**src/rtl/uart_pkg.sv**
```systemverilog
// uart_pkg: definitions shared by the UART transmitter and receiver.
//   uart_state_e  : frame FSM states (IDLE, START, DATA, STOP)
//   NBIT_DATA_DEF : default number of data bits per frame
//   NUM_TICKS_DEF : default number of oversampling ticks per bit period
package uart_pkg;

  typedef enum logic [1:0] {
    IDLE  = 2'd0,
    START = 2'd1,
    DATA  = 2'd2,
    STOP  = 2'd3
  } uart_state_e;

  localparam int NBIT_DATA_DEF = 8;
  localparam int NUM_TICKS_DEF = 16;

endpackage

```
**src/rtl/uart_tx_buf_if.sv**
```systemverilog
// uart_tx_buf_if: byte handshake into the buffered UART transmitter.
//   data_in    : byte to send (producer -> transmitter)
//   data_valid : data_in valid (producer -> transmitter)
//   data_ready : transmitter can accept; transfer when valid && ready
// Modports: master = producer side, slave = transmitter side.
interface uart_tx_buf_if
  import uart_pkg::*;
#(
  parameter int NBIT_DATA = NBIT_DATA_DEF
) ();

  logic [NBIT_DATA-1:0] data_in;
  logic                 data_valid;
  logic                 data_ready;

  modport master (
    output data_in,
    output data_valid,
    input  data_ready
  );

  modport slave (
    input  data_in,
    input  data_valid,
    output data_ready
  );

endinterface

```
**src/rtl/uart_fifo.sv**
```systemverilog
// uart_fifo: synchronous single-clock FIFO.
//   clk   : clock, rising edge
//   reset : synchronous active-low reset (pointers and count only)
//   push  : write din (ignored when full)
//   pop   : discard the oldest entry (ignored when empty)
//   din   : write data
//   dout  : oldest entry, valid while !empty
//   count : entries held
//   full  : count == DEPTH
//   empty : count == 0
// DEPTH must be a power of two so the pointers wrap naturally.
module uart_fifo #(
  parameter int DEPTH = 4,
  parameter int WIDTH = 8
) (
  input  logic                     clk,
  input  logic                     reset,
  input  logic                     push,
  input  logic                     pop,
  input  logic [WIDTH-1:0]         din,
  output logic [WIDTH-1:0]         dout,
  output logic [$clog2(DEPTH):0]   count,
  output logic                     full,
  output logic                     empty
);

  localparam int AW = $clog2(DEPTH);
  localparam logic [AW:0] DEPTH_C = (AW+1)'(DEPTH);

  logic [WIDTH-1:0] mem [DEPTH];
  logic [AW-1:0]    wr_ptr;
  logic [AW-1:0]    rd_ptr;
  logic             push_ok;
  logic             pop_ok;

  assign full    = (count == DEPTH_C);
  assign empty   = (count == '0);
  assign push_ok = push && !full;
  assign pop_ok  = pop && !empty;
  assign dout    = mem[rd_ptr];

  // Storage carries no reset; only the pointers and count define contents.
  always_ff @(posedge clk) begin
    if (push_ok) begin
      mem[wr_ptr] <= din;
    end
  end

  always_ff @(posedge clk) begin
    if (!reset) begin
      wr_ptr <= '0;
      rd_ptr <= '0;
      count  <= '0;
    end else begin
      if (push_ok) begin
        wr_ptr <= wr_ptr + 1'b1;
      end
      if (pop_ok) begin
        rd_ptr <= rd_ptr + 1'b1;
      end
      case ({push_ok, pop_ok})
        2'b10:   count <= count + 1'b1;
        2'b01:   count <= count - 1'b1;
        default: count <= count;
      endcase
    end
  end

endmodule

```
**src/rtl/uart_tx_buf.sv**
```systemverilog
// uart_tx_buf: buffered 8N1 UART transmitter.
//   CLK          : system clock, rising edge
//   reset        : synchronous active-low reset
//   tick         : one-cycle baud oversampling enable
//   in_if        : byte handshake (data_in / data_valid / data_ready)
//   tx_bit       : registered serial line, idle high
//   tx_busy      : high while a frame is in START/DATA/STOP
//   tx_done_tick : one-cycle pulse as the FSM returns to IDLE after a stop bit
//   fifo_count   : entries waiting in the FIFO
// Bytes are queued in uart_fifo and sent LSB first, NUM_TICKS ticks per bit.
module uart_tx_buf
  import uart_pkg::*;
#(
  parameter int NBIT_DATA  = NBIT_DATA_DEF,
  parameter int NUM_TICKS  = NUM_TICKS_DEF,
  parameter int FIFO_DEPTH = 4
) (
  input  logic                        CLK,
  input  logic                        reset,
  input  logic                        tick,
  uart_tx_buf_if.slave                in_if,
  output logic                        tx_bit,
  output logic                        tx_busy,
  output logic                        tx_done_tick,
  output logic [$clog2(FIFO_DEPTH):0] fifo_count
);

  localparam int TCW = (NUM_TICKS > 1) ? $clog2(NUM_TICKS) : 1;
  localparam int BIW = (NBIT_DATA > 1) ? $clog2(NBIT_DATA) : 1;
  localparam logic [TCW-1:0] TICK_LAST = TCW'(NUM_TICKS - 1);
  localparam logic [BIW-1:0] BIT_LAST  = BIW'(NBIT_DATA - 1);

  uart_state_e          state_q, state_d;
  logic [TCW-1:0]       tick_cnt_q, tick_cnt_d;
  logic [BIW-1:0]       bit_idx_q, bit_idx_d;
  logic [NBIT_DATA-1:0] shift_q, shift_d;
  logic                 tx_bit_q, tx_bit_d;
  logic                 done_q, done_d;

  logic                 fifo_pop;
  logic [NBIT_DATA-1:0] fifo_dout;
  logic                 fifo_full;
  logic                 fifo_empty;
  logic                 bit_end;

  uart_fifo #(
    .DEPTH (FIFO_DEPTH),
    .WIDTH (NBIT_DATA)
  ) u_fifo (
    .clk   (CLK),
    .reset (reset),
    .push  (in_if.data_valid),
    .pop   (fifo_pop),
    .din   (in_if.data_in),
    .dout  (fifo_dout),
    .count (fifo_count),
    .full  (fifo_full),
    .empty (fifo_empty)
  );

  assign in_if.data_ready = !fifo_full;
  assign tx_bit           = tx_bit_q;
  assign tx_done_tick     = done_q;
  assign tx_busy          = (state_q != IDLE);

  // Last tick of the current bit period.
  assign bit_end = tick && (tick_cnt_q == TICK_LAST);

  always_comb begin
    state_d    = state_q;
    tick_cnt_d = tick_cnt_q;
    bit_idx_d  = bit_idx_q;
    shift_d    = shift_q;
    fifo_pop   = 1'b0;
    done_d     = 1'b0;
    tx_bit_d   = 1'b1;

    case (state_q)
      IDLE: begin
        tx_bit_d = 1'b1;
        if (!fifo_empty) begin
          fifo_pop   = 1'b1;
          shift_d    = fifo_dout;
          tick_cnt_d = '0;
          state_d    = START;
        end
      end
      START: begin
        tx_bit_d = 1'b0;
        if (bit_end) begin
          tick_cnt_d = '0;
          bit_idx_d  = '0;
          state_d    = DATA;
        end else if (tick) begin
          tick_cnt_d = tick_cnt_q + 1'b1;
        end
      end
      DATA: begin
        tx_bit_d = shift_q[0];
        if (bit_end) begin
          tick_cnt_d = '0;
          shift_d    = shift_q >> 1;
          if (bit_idx_q == BIT_LAST) begin
            state_d = STOP;
          end else begin
            bit_idx_d = bit_idx_q + 1'b1;
          end
        end else if (tick) begin
          tick_cnt_d = tick_cnt_q + 1'b1;
        end
      end
      STOP: begin
        tx_bit_d = 1'b1;
        if (bit_end) begin
          tick_cnt_d = '0;
          done_d     = 1'b1;
          state_d    = IDLE;
        end else if (tick) begin
          tick_cnt_d = tick_cnt_q + 1'b1;
        end
      end
      default: begin
        state_d = IDLE;
      end
    endcase
  end

  // Control state; the line level is registered from the current state so
  // it lags the state by one cycle uniformly for every bit.
  always_ff @(posedge CLK) begin
    if (!reset) begin
      state_q    <= IDLE;
      tick_cnt_q <= '0;
      bit_idx_q  <= '0;
      tx_bit_q   <= 1'b1;
      done_q     <= 1'b0;
    end else begin
      state_q    <= state_d;
      tick_cnt_q <= tick_cnt_d;
      bit_idx_q  <= bit_idx_d;
      tx_bit_q   <= tx_bit_d;
      done_q     <= done_d;
    end
  end

  // Shift register is data only; it is always reloaded before use.
  always_ff @(posedge CLK) begin
    shift_q <= shift_d;
  end

endmodule

```
**src/flat_wrapper.sv**
```systemverilog
// flat-port wrapper written by rule: the top's interface ports become plain ports
module uart_tx_buf_flat import uart_pkg::*;
#(
  parameter int NBIT_DATA  = NBIT_DATA_DEF,
  parameter int NUM_TICKS  = NUM_TICKS_DEF,
  parameter int FIFO_DEPTH = 4
)
  (CLK, reset, tick, tx_bit, tx_busy, tx_done_tick, fifo_count, in_if_data_in, in_if_data_valid, in_if_data_ready);
  uart_tx_buf_if #(.NBIT_DATA(NBIT_DATA)) in_if_i ();
  input  logic CLK;
  input  logic reset;
  input  logic tick;
  output logic tx_bit;
  output logic tx_busy;
  output logic tx_done_tick;
  output logic [$clog2(FIFO_DEPTH):0] fifo_count;
  input wire logic [$bits(in_if_i.data_in)-1:0] in_if_data_in;
  input wire logic [$bits(in_if_i.data_valid)-1:0] in_if_data_valid;
  output wire logic [$bits(in_if_i.data_ready)-1:0] in_if_data_ready;
  assign in_if_i.data_in = in_if_data_in;
  assign in_if_i.data_valid = in_if_data_valid;
  assign in_if_data_ready = in_if_i.data_ready;
  uart_tx_buf #(.NBIT_DATA(NBIT_DATA), .NUM_TICKS(NUM_TICKS), .FIFO_DEPTH(FIFO_DEPTH)) u_core (.CLK(CLK), .reset(reset), .tick(tick), .in_if(in_if_i), .tx_bit(tx_bit), .tx_busy(tx_busy), .tx_done_tick(tx_done_tick), .fifo_count(fifo_count));
endmodule
```
**config.mk**
```make
export PLATFORM = sky130hd
export DESIGN_NAME = uart_tx_buf_flat
export DESIGN_NICKNAME = d
export VERILOG_FILES = /design/src/rtl/uart_pkg.sv /design/src/rtl/uart_tx_buf_if.sv /design/src/rtl/uart_fifo.sv /design/src/rtl/uart_tx_buf.sv /design/src/flat_wrapper.sv
export SDC_FILE = /design/constraint.sdc
export NUM_CORES = 1
export LEC_CHECK = 0
export BUFFER_PORTS_ARGS = -buffer_cell sky130_fd_sc_hd__buf_2
export CORE_UTILIZATION = 60
export CTS_BUF_LIST = sky130_fd_sc_hd__clkbuf_2
export CTS_CLUSTER_SIZE = 16
export DETAILED_ROUTE_END_ITERATION = 16
export GPL_ROUTABILITY_DRIVEN = 0
export PLACE_DENSITY = 0.76
export SLEW_MARGIN = 5
export SYNTH_ARGS = -nofsm -noshare
export SYNTH_HDL_FRONTEND = slang
export SYNTH_SLANG_ARGS = --single-unit
```
**constraint.sdc**
```tcl
create_clock -name CLK -period 6.05 [get_ports CLK]
set_clock_uncertainty 0.2 [all_clocks]
set_input_delay 0.3025 -clock CLK [delete_from_list [all_inputs] [get_ports CLK]]
set_output_delay 0.3025 -clock CLK [all_outputs]
set_load 0.02 [all_outputs]
```
==> results.toml, run 1 <==
[yosys]
synth_area_sq_um = 2620
syn-num-nets = 208
synth_seq_cells = 60
yosys.area.top_type_share = 0.458
synth_top_area_cell = "edfxtp_1"
synth_edf_count = 40
synth_cell_types = 39
yosysWarnings = 0
syn_inst = 181
synth_area_per_cell_sq_um = 14.5
synthArstFlopShare = 0
yosysMostFrequentCell = "edfxtp_1"
yosysSeqAreaShare = 0.610
ys.flop_type = "edfxtp_1"
ys_top_cells_by_count = "edfxtp_1 (40), dfxtp_1 (20), ha_1 (14)"
synthTopCellsByArea = "edfxtp_1 (46%), dfxtp_1 (15%), mux4_2 (6.9%)"

[clock_network]
clock_sinks = 60
cts_max_level = 3
clk_pin_slew_ns = 0.13
cts-resized-gates = 0
clkLatencyLatePin_ns = 0.46
clk_path_buf_depth = 2
numCtsBuffers = 9
tritoncts = "done"
root_buffer = "clkbuf_2"

[critical_path]
path_buf_inv = 2
cp_top_family = "simple AND/OR/NAND/NOR gates"
crit_fanout = 6
worstSetupPathType = "flop to flop"
slowest_delay_ns = 0.49
end_kind = "flop"
crit_arrival_ns = 2.97
required_ns = 6.23
crit_chain = "or3b_4 -> and2_4 -> clkinv_2 -> ha_1 -> inv_1 -> fa_1 -> xor2_1 -> or3_2 -> a21boi_0"
cp_slowest_cell = "dfxtp_1"
worst_setup_path_start_kind = "flop"

[flow_run]
max_cap_viol_count = 0

[grt]
groute.usage.overall = 0.222
grt_max_degree = 22
grt_pass1_vias = 1520
grt-ovfl-total = 0
grt_pass1_wl_um = 6930
use_met3 = 0.0783
grt_use_met2 = 0.363
busiest_layer = "met2"
globalRouteMet1Util = 0.259
antenna_found_initial = 0

[finish]
diodes = 0
fin_util = 0.713
fill_cells = 287
syn_to_final_growth_pct = 11.1
nets = 239
drive_gt1_frac = 0.272

[pwr]
internal-power_w = 0.000777
swShare = 0.331
p_per_area_nw_per_um2 = 398
pwr-share-seq = 0.514
clkPwrFrac = 0.164
ir_drop_mv = 0.247
total_power_w = 0.00116
p_leak_nw = 1.10
power.share.combinational = 0.321
switchingPower_w = 0.000384

[sta]
rsz0062_at_grt = "false"
fin_crit_sh = 0.461
maxSlewViolCount = 0
setup_viol_count_final = 0
max_freq_mhz = 358
final.min_clock_period_ns = 2.79
fin_tns_setup_ns = 0
hold_viol = 0
slew_headroom = 0.533
hold_slack_ns = 0.0779
tightest_slew_ns = 0.699

[status]
status = "finished, final reports clean"

[detailed_routing]
drcViolationCount = 0
drt-total-wl_um = 4350
drt_iter0_drc = 140
final_antenna_net_count = 0
via_per_inst = 5.61
detail_route.wl_per_cell_um = 16.3
num_vias = 1498
drtPass1Iterations = 4

[floorplanning]
fp-row-count = 23
start_util = 0.642
num_io_pins = 19
die_x_um = 68.1
die-area_sq_um = 4640
die_y_um = 68.1
core-area_sq_um = 4090

[placement]
numPortBuffers = 18
hpwl_um = 3000

[worst_hold_path]
hold_path.class = "input port to flop"
power by group through the flow:
stage               logic, W  registers (W)  clock network (W)
floorplan           0.000288       0.000589                  0
global placement    0.000349       0.000600                  0
detailed placement  0.000367       0.000608                  0
CTS                 0.000375       0.000598           0.000195
global route        0.000408       0.000609           0.000211
finish              0.000373       0.000597           0.000191
worst min-delay path, cell delays in order:
cell and delay [ns]:
buf_2 0.12, and2_4 0.15, nand2_1 0.07, a21boi_2 0.05
path summary, 6_finish.rpt:
kind,endpoint,cells after the start,start,slack (ns)
max,u_core.u_fifo.count[2],9,u_core.u_fifo.count[2],3.26
min,u_core.u_fifo.wr_ptr[1],4,in_if_data_valid,0.08
max reg2reg,u_core.u_fifo.count[2],9,u_core.u_fifo.count[2],3.26
min reg2reg,u_core.bit_idx_q[2],2,u_core.bit_idx_q[2],0.29
sequential cells by signal (all words and copies together) (netlist names), named ones only:
signal	count
u_core.bit_idx_q	3
u_core.shift_q	8
u_core.state_q	2
u_core.tick_cnt_q	4
u_core.tx_bit	1
u_core.tx_done_tick	1
u_core.u_fifo.count	3
u_core.u_fifo.mem	32
u_core.u_fifo.rd_ptr	2
u_core.u_fifo.wr_ptr	2
layout make-up:
| cell class | instances | area (sq um) | share of cell area |
|---|---|---|---|
| inverters | 9 | 35.0 | 0.0120 |
| flip-flops and latches | 60 | 1600 | 0.549 |
| multi-input cells | 105 | 957 | 0.328 |
| clock inverters | 4 | 18.8 | 0.00644 |
| repair buffers | 27 | 180 | 0.0618 |
| well taps | 50 | 62.6 | 0.0215 |
| clock buffers | 12 | 60.1 | 0.0206 |
layer usage:
layer  vias to the layer above  share of wire  wire, um
met4                         0          0.012        52
li1                        727              -         -
met2                        36           0.51      2220
met5                         -              0         0
met1                       731           0.44      1900
met3                         4          0.040       174
kinds of logic after synthesis:
kind of cell,count (synthesis),synth area share
and+or+nand+nor,45,0.105
xor gates and xnor gates,5,0.0167
buffers and inverters,16,0.0248
DFF,60,0.610
adders and majority gates,15,0.0744
muxes,18,0.110
AOI/OAI and AO/OA,22,0.0587
placed cells by master (no fill, tap or decap), drive strengths merged:
master,Yosys,routed
nand2,13,13
nand3,3,3
nand3b,2,2
and3,5,5
clkinv,1,5
xnor2,3,3
a22oi,1,1
nor4b,1,1
dfxtp,20,20
o211ai,1,1
nor4bb,1,1
mux4,8,8
clkbuf,4,12
o21bai,2,2
xor2,2,2
a21oi,2,2
mux2,7,7
ha,14,14
edfxtp,40,40
o31a,1,1
or3b,1,1
and4,1,1
nor3b,2,2
o211a,1,1
nor2b,3,3
fa,1,1
buf,3,18
nor2,5,5
inv,8,8
a21boi,8,8
or3,1,1
mux2i,3,3
and2,7,7
o21ai,6,6
dlygate4sd3,0,9
metrics by stage:
step	worst slack, ns	instances	instance area, sq um
after floorplan	3.29	181	2620
after global placement	3.43	242	2750
after detailed placement	3.33	242	2750
after CTS	3.28	267	2920
after global routing	3.16	267	2920
final	3.26	267	2920
what timing repair did:
action | 4_1_cts | 5_1_grt
hold buffers | 9 | 0
endpoints found under the hold margin | 33 | 0
setup buffers | 0 | 0
Power figures use the tool's default switching activity.
==> run 2, diff against run 1 <==
- CORE_UTILIZATION: 60 -> 56
- PLACE_DENSITY: 0.76 -> 0.75
- clock period: 6.05 -> 2.5 ns (I/O delays scaled with it)
==> run 2 against run 1 <==
Die area is 6.9% higher. Power rose to 2.6 times the previous value. Sequential power up 140%. Sequential cell count did not move. Non-clock buffer count grew 8. First-iteration DRC count down 46%. Clock-buffer cell count shrank 1.
==> results.toml, run 2 (same netlist as run 1, synthesis figures left out) <==
[clock_network]
clk_path_buf_depth = 2
numCtsBuffers = 9
clock_sinks = 60
clkLatencyLatePin_ns = 0.48
root_buffer = "clkbuf_2"
cts_max_level = 3
tritoncts = "done"
clk_pin_slew_ns = 0.19

[worst_hold_path]
min_path_cells = 2
hold_path.class = "input port to flop"
min_delay_worst_endpoint = "u_core.u_fifo.mem[1][0]"
hp-start = "in_if_data_in[0]"

[floorplanning]
core-area_sq_um = 4410
die-area_sq_um = 4960
num_io_pins = 19
fp-row-count = 24
die_y_um = 70.5
start_util = 0.594
die_x_um = 70.5

[finish]
top_register = "u_core.u_fifo.mem"
fin_area_sq_um = 3040
layout_common_cells = "edfxtp_1 (40), buf_2 (18), dfxtp_1 (16)"
largest_registers = "u_core.u_fifo.mem x32, u_core.shift_q x8, u_core.tick_cnt_q x4"
diodes = 0
drive_gt1_frac = 0.333
nets = 247
stdcell_count = 277
fin_util = 0.688
layout_commonest_cell = "edfxtp_1"
syn_to_final_growth_pct = 15.7
largest_register_ffs = 32

[grt]
busiest_layer = "met2"
globalRouteMet1Util = 0.254
antenna_found_initial = 0
groute.usage.overall = 0.209
grt_pass1_wl_um = 7640
grt_use_met2 = 0.351
grt_pass1_vias = 1592
grt_max_degree = 22
grt-ovfl-total = 0
use_met3 = 0.0649

[pwr]
p_per_area_nw_per_um2 = 977
p_leak_nw = 1.14
ir_drop_mv = 0.489

[sta]
slew_headroom = 0.551
tightest_slew_ns = 0.673
hold_slack_ns = 0.181
rsz0062_at_grt = "false"
fin_crit_sh = 0.952
fin_tns_setup_ns = 0
final.min_clock_period_ns = 2.38
hold_viol = 0
maxSlewViolCount = 0
setup_viol_count_final = 0
max_freq_mhz = 420

[detailed_routing]
detail_route.wl_per_cell_um = 16.8
drt_iter0_drc = 76
final_antenna_net_count = 0
num_vias = 1521
drtPass1Iterations = 4
drt-total-wl_um = 4670
drcViolationCount = 0
via_per_inst = 5.49

[critical_path]
worst_setup_path_start_kind = "flop"
r2r_start = "u_core.u_fifo.count[2]"
crit_fanout = 4
reg2reg_to = "u_core.u_fifo.count[2]"
end_kind = "flop"
worstSetupPathType = "flop to flop"
crit_arrival_ns = 2.58
reg2reg_slack_ns = 0.12
required_ns = 2.70
reg2reg_depth = 9

[placement]
placedCellCount = 248
numPortBuffers = 18
hpwl_um = 3070
place_area_sq_um = 2800

[status]
status = "finished, final reports clean"

[flow_run]
max_cap_viol_count = 0
run 2: final cells by class:
class / instances / area [sq um]
Multi-Input combinational cell: 105 / 990
Timing Repair Buffer: 35 / 245
Fill cell: 307 / 1380
Inverter: 9 / 35.0
Sequential cell: 60 / 1610
Clock buffer: 11 / 55.1
Clock inverter: 5 / 37.5
Tap cell: 52 / 65.1
run 2: worst max path at each step:
| stage | from | end | slack (ns) | cells after the start |
|---|---|---|---|---|
| finish | u_core.u_fifo.count[2] | u_core.u_fifo.count[2] | 0.12 | 9 |
| global route | u_core.u_fifo.count[2] | u_core.u_fifo.count[2] | 0.08 | 9 |
| CTS | u_core.u_fifo.count[1] | u_core.u_fifo.count[2] | 0.04 | 9 |
| detailed placement | u_core.u_fifo.count[1] | u_core.u_fifo.count[2] | 0.08 | 9 |
| global placement | u_core.u_fifo.count[2] | u_core.u_fifo.count[2] | 0.13 | 9 |
| floorplan | u_core.u_fifo.count[2] | u_core.u_fifo.count[2] | 0.02 | 9 |
run 2: metrics by stage:
| stage | total power (W) | worst slack, ns |
|---|---|---|
| after floorplan | 0.00215 | 0.0234 |
| after global placement | 0.00236 | 0.134 |
| after detailed placement | 0.00243 | 0.0787 |
| after CTS | 0.00294 | 0.0429 |
| after global routing | 0.00315 | 0.0755 |
| final | 0.00297 | 0.119 |
run 2: critical path: stages (launching register included):
cell,delay (ns)
dfxtp_4,0.37
or3b_4,0.39
and2_4,0.16
clkinv_2,0.06
ha_4,0.14
inv_1,0.05
fa_2,0.33
xor2_1,0.16
or3_4,0.33
a21boi_2,0.13
run 2: power breakdown:
group	total [W]	switching, W	internal, W
Clock	0.000511	0.000369	0.000142
Sequential	0.00143	0.000110	0.00132
Combinational	0.00103	0.000521	0.000510
run 2: what timing repair did:
| item | in CTS | in global routing |
|---|---|---|
| hold buffers | 11 | 0 |
| setup buffers | 0 | 2 |
| setup endpoints to repair | 0 | 1 |
| gates resized for setup | 0 | 6 |
| hold endpoints to repair | 66 | 0 |
run 2: metal layers:
layer,wire [um],vias up,share of wire
met5,0,-,0
met4,35,0,0.0075
met3,168,5,0.036
met2,2360,32,0.51
met1,2100,740,0.45
li1,-,744,-
==> run 3, diff against run 2 <==
- CORE_ASPECT_RATIO: unset -> 0.7
- SETUP_SLACK_MARGIN: unset -> 0.3
==> run 3 against run 2 <==
The flow now finishes with violations (DRC, hold timing). Register-to-register slack hardly changed. Fmax is 0.14% higher. Die area hardly changed. Sequential cell count stayed put. Clock power is 31% higher. Power is 8.7% higher. First-iteration DRC count is 2.6% higher. Cell count is 4.0% higher. Critical path type unchanged.
==> results.toml, run 3 (same netlist as run 1, synthesis figures left out) <==
[status]
status = "finished with violations"
violations = "DRC, hold timing"

[finish]
layout_commonest_cell = "edfxtp_1"
largest_registers = "u_core.u_fifo.mem x32, u_core.shift_q x8, u_core.tick_cnt_q x4"
top_register = "u_core.u_fifo.mem"
nets = 255
drive_gt1_frac = 0.339
fill_cells = 290
fin_area_sq_um = 3170
diodes = 0
stdcell_count = 288
fin_util = 0.717
layout_common_cells = "edfxtp_1 (40), dlygate4sd3_1 (18), buf_2 (18)"
syn_to_final_growth_pct = 21.0
largest_register_ffs = 32

[critical_path]
crit_chain = "or3b_4 -> and2_4 -> clkinv_4 -> ha_4 -> inv_2 -> fa_2 -> xor2_2 -> or3_4 -> a21boi_2"
crit_arrival_ns = 2.61
path_buf_inv = 2
crit_fanout = 2
required_ns = 2.73
worst_setup_path_start_kind = "flop"
end_kind = "flop"
reg2reg_slack_ns = 0.12
worstSetupPathType = "flop to flop"
cp_slowest_cell = "or3b_4"
cp_top_family = "simple AND/OR/NAND/NOR gates"
slowest_delay_ns = 0.40

[detailed_routing]
drtPass1Iterations = 10
num_vias = 1576
detail_route.wl_per_cell_um = 16.9
drt-total-wl_um = 4860
drcViolationCount = 1
drt_iter0_drc = 78
via_per_inst = 5.47
final_antenna_net_count = 0

[clock_network]
tritoncts = "done"
clk_path_buf_depth = 2
clock_sinks = 60
root_buffer = "clkbuf_2"
cts_max_level = 3
clk_pin_slew_ns = 0.15
numCtsBuffers = 9
clkLatencyLatePin_ns = 0.49

[floorplanning]
start_util = 0.592
die_x_um = 83.8
die-area_sq_um = 4970
core-area_sq_um = 4430
fp-row-count = 20
die_y_um = 59.3
num_io_pins = 19

[grt]
groute.usage.overall = 0.230
grt_pass1_vias = 1691
grt_max_degree = 22
antenna_found_initial = 0
grt-ovfl-total = 0
grt_pass1_wl_um = 8060

[sta]
slew_headroom = 0.636
rsz0062_at_grt = "true"
setup_viol_count_final = 0
hold_viol = 12
maxSlewViolCount = 0
final.min_clock_period_ns = 2.38
tightest_slew_ns = 0.545
max_freq_mhz = 421
fin_tns_setup_ns = 0
hold_slack_ns = -0.198
fin_crit_sh = 0.951

[placement]
hpwl_um = 3110
numPortBuffers = 18
placedCellCount = 248
place_area_sq_um = 2790

[pwr]
p_leak_nw = 1.20
ir_drop_mv = 0.611
p_per_area_nw_per_um2 = 1020

[flow_run]
max_cap_viol_count = 0

[worst_hold_path]
hold_path.class = "input port to flop"
[run 3: what timing repair did]
action                                  CTS  global route
endpoints found under the setup margin    2             7
hold buffers                             18             1
hold endpoints to repair                 83            13
resized for setup                         6             3
setup buffers                             6             0
pin swaps                                 5             0
[run 3: final timing paths]
check / depth (start not counted) / to / startpoint
setup / recovery: 9 / u_core.u_fifo.count[2] / u_core.u_fifo.count[0]
hold / removal: 2 / u_core.tx_bit / reset
setup reg to reg: 9 / u_core.u_fifo.count[2] / u_core.u_fifo.count[0]
hold reg to reg: 2 / u_core.bit_idx_q[0] / u_core.bit_idx_q[0]
[run 3: final cells by class]
class | instances | area [sq um] | area share
tap | 55 | 68.8 | 0.0217
clock buffer | 10 | 50.0 | 0.0158
timing repair buffer | 43 | 323 | 0.102
clock inverter | 6 | 80.1 | 0.0252
multi-input combinational | 105 | 1000 | 0.315
sequential | 60 | 1610 | 0.508
inverter | 9 | 38.8 | 0.0122
[run 3: worst register-to-register path, delay by kind of cell, from the launching register on]
kind	cells	cell delay, ns
and+or+nand+nor	3	0.91
adders and majority gates	2	0.46
DFF	1	0.38
xor gates and xnor gates	1	0.16
AOI/OAI and AO/OA	1	0.13
buffers and inverters	2	0.08
[run 3: power by group]
part	internal (W)	total (W)	switching, W
sequential	0.00132	0.00144	0.000118
clock	0.000329	0.000671	0.000342
combinational	0.000575	0.00112	0.000544
total	0.00222	0.00323	0.00100
[run 3: per-stage QoR]
step           total power [W]  worst slack, ns
2_1_floorplan          0.00216           0.0876
3_3_place_gp           0.00236            0.158
3_5_place_dp           0.00243           0.0606
4_1_cts                0.00322            0.123
5_1_grt                0.00342           0.0378
6_report               0.00323            0.123
[run 3: layer usage]
metal,vias to the layer above,GRT usage,part of all wire
met5,-,0,0
met4,0,0.0862,0.015
met3,8,0.0989,0.040
met2,32,0.402,0.51
met1,776,0.258,0.43
li1,760,-,-
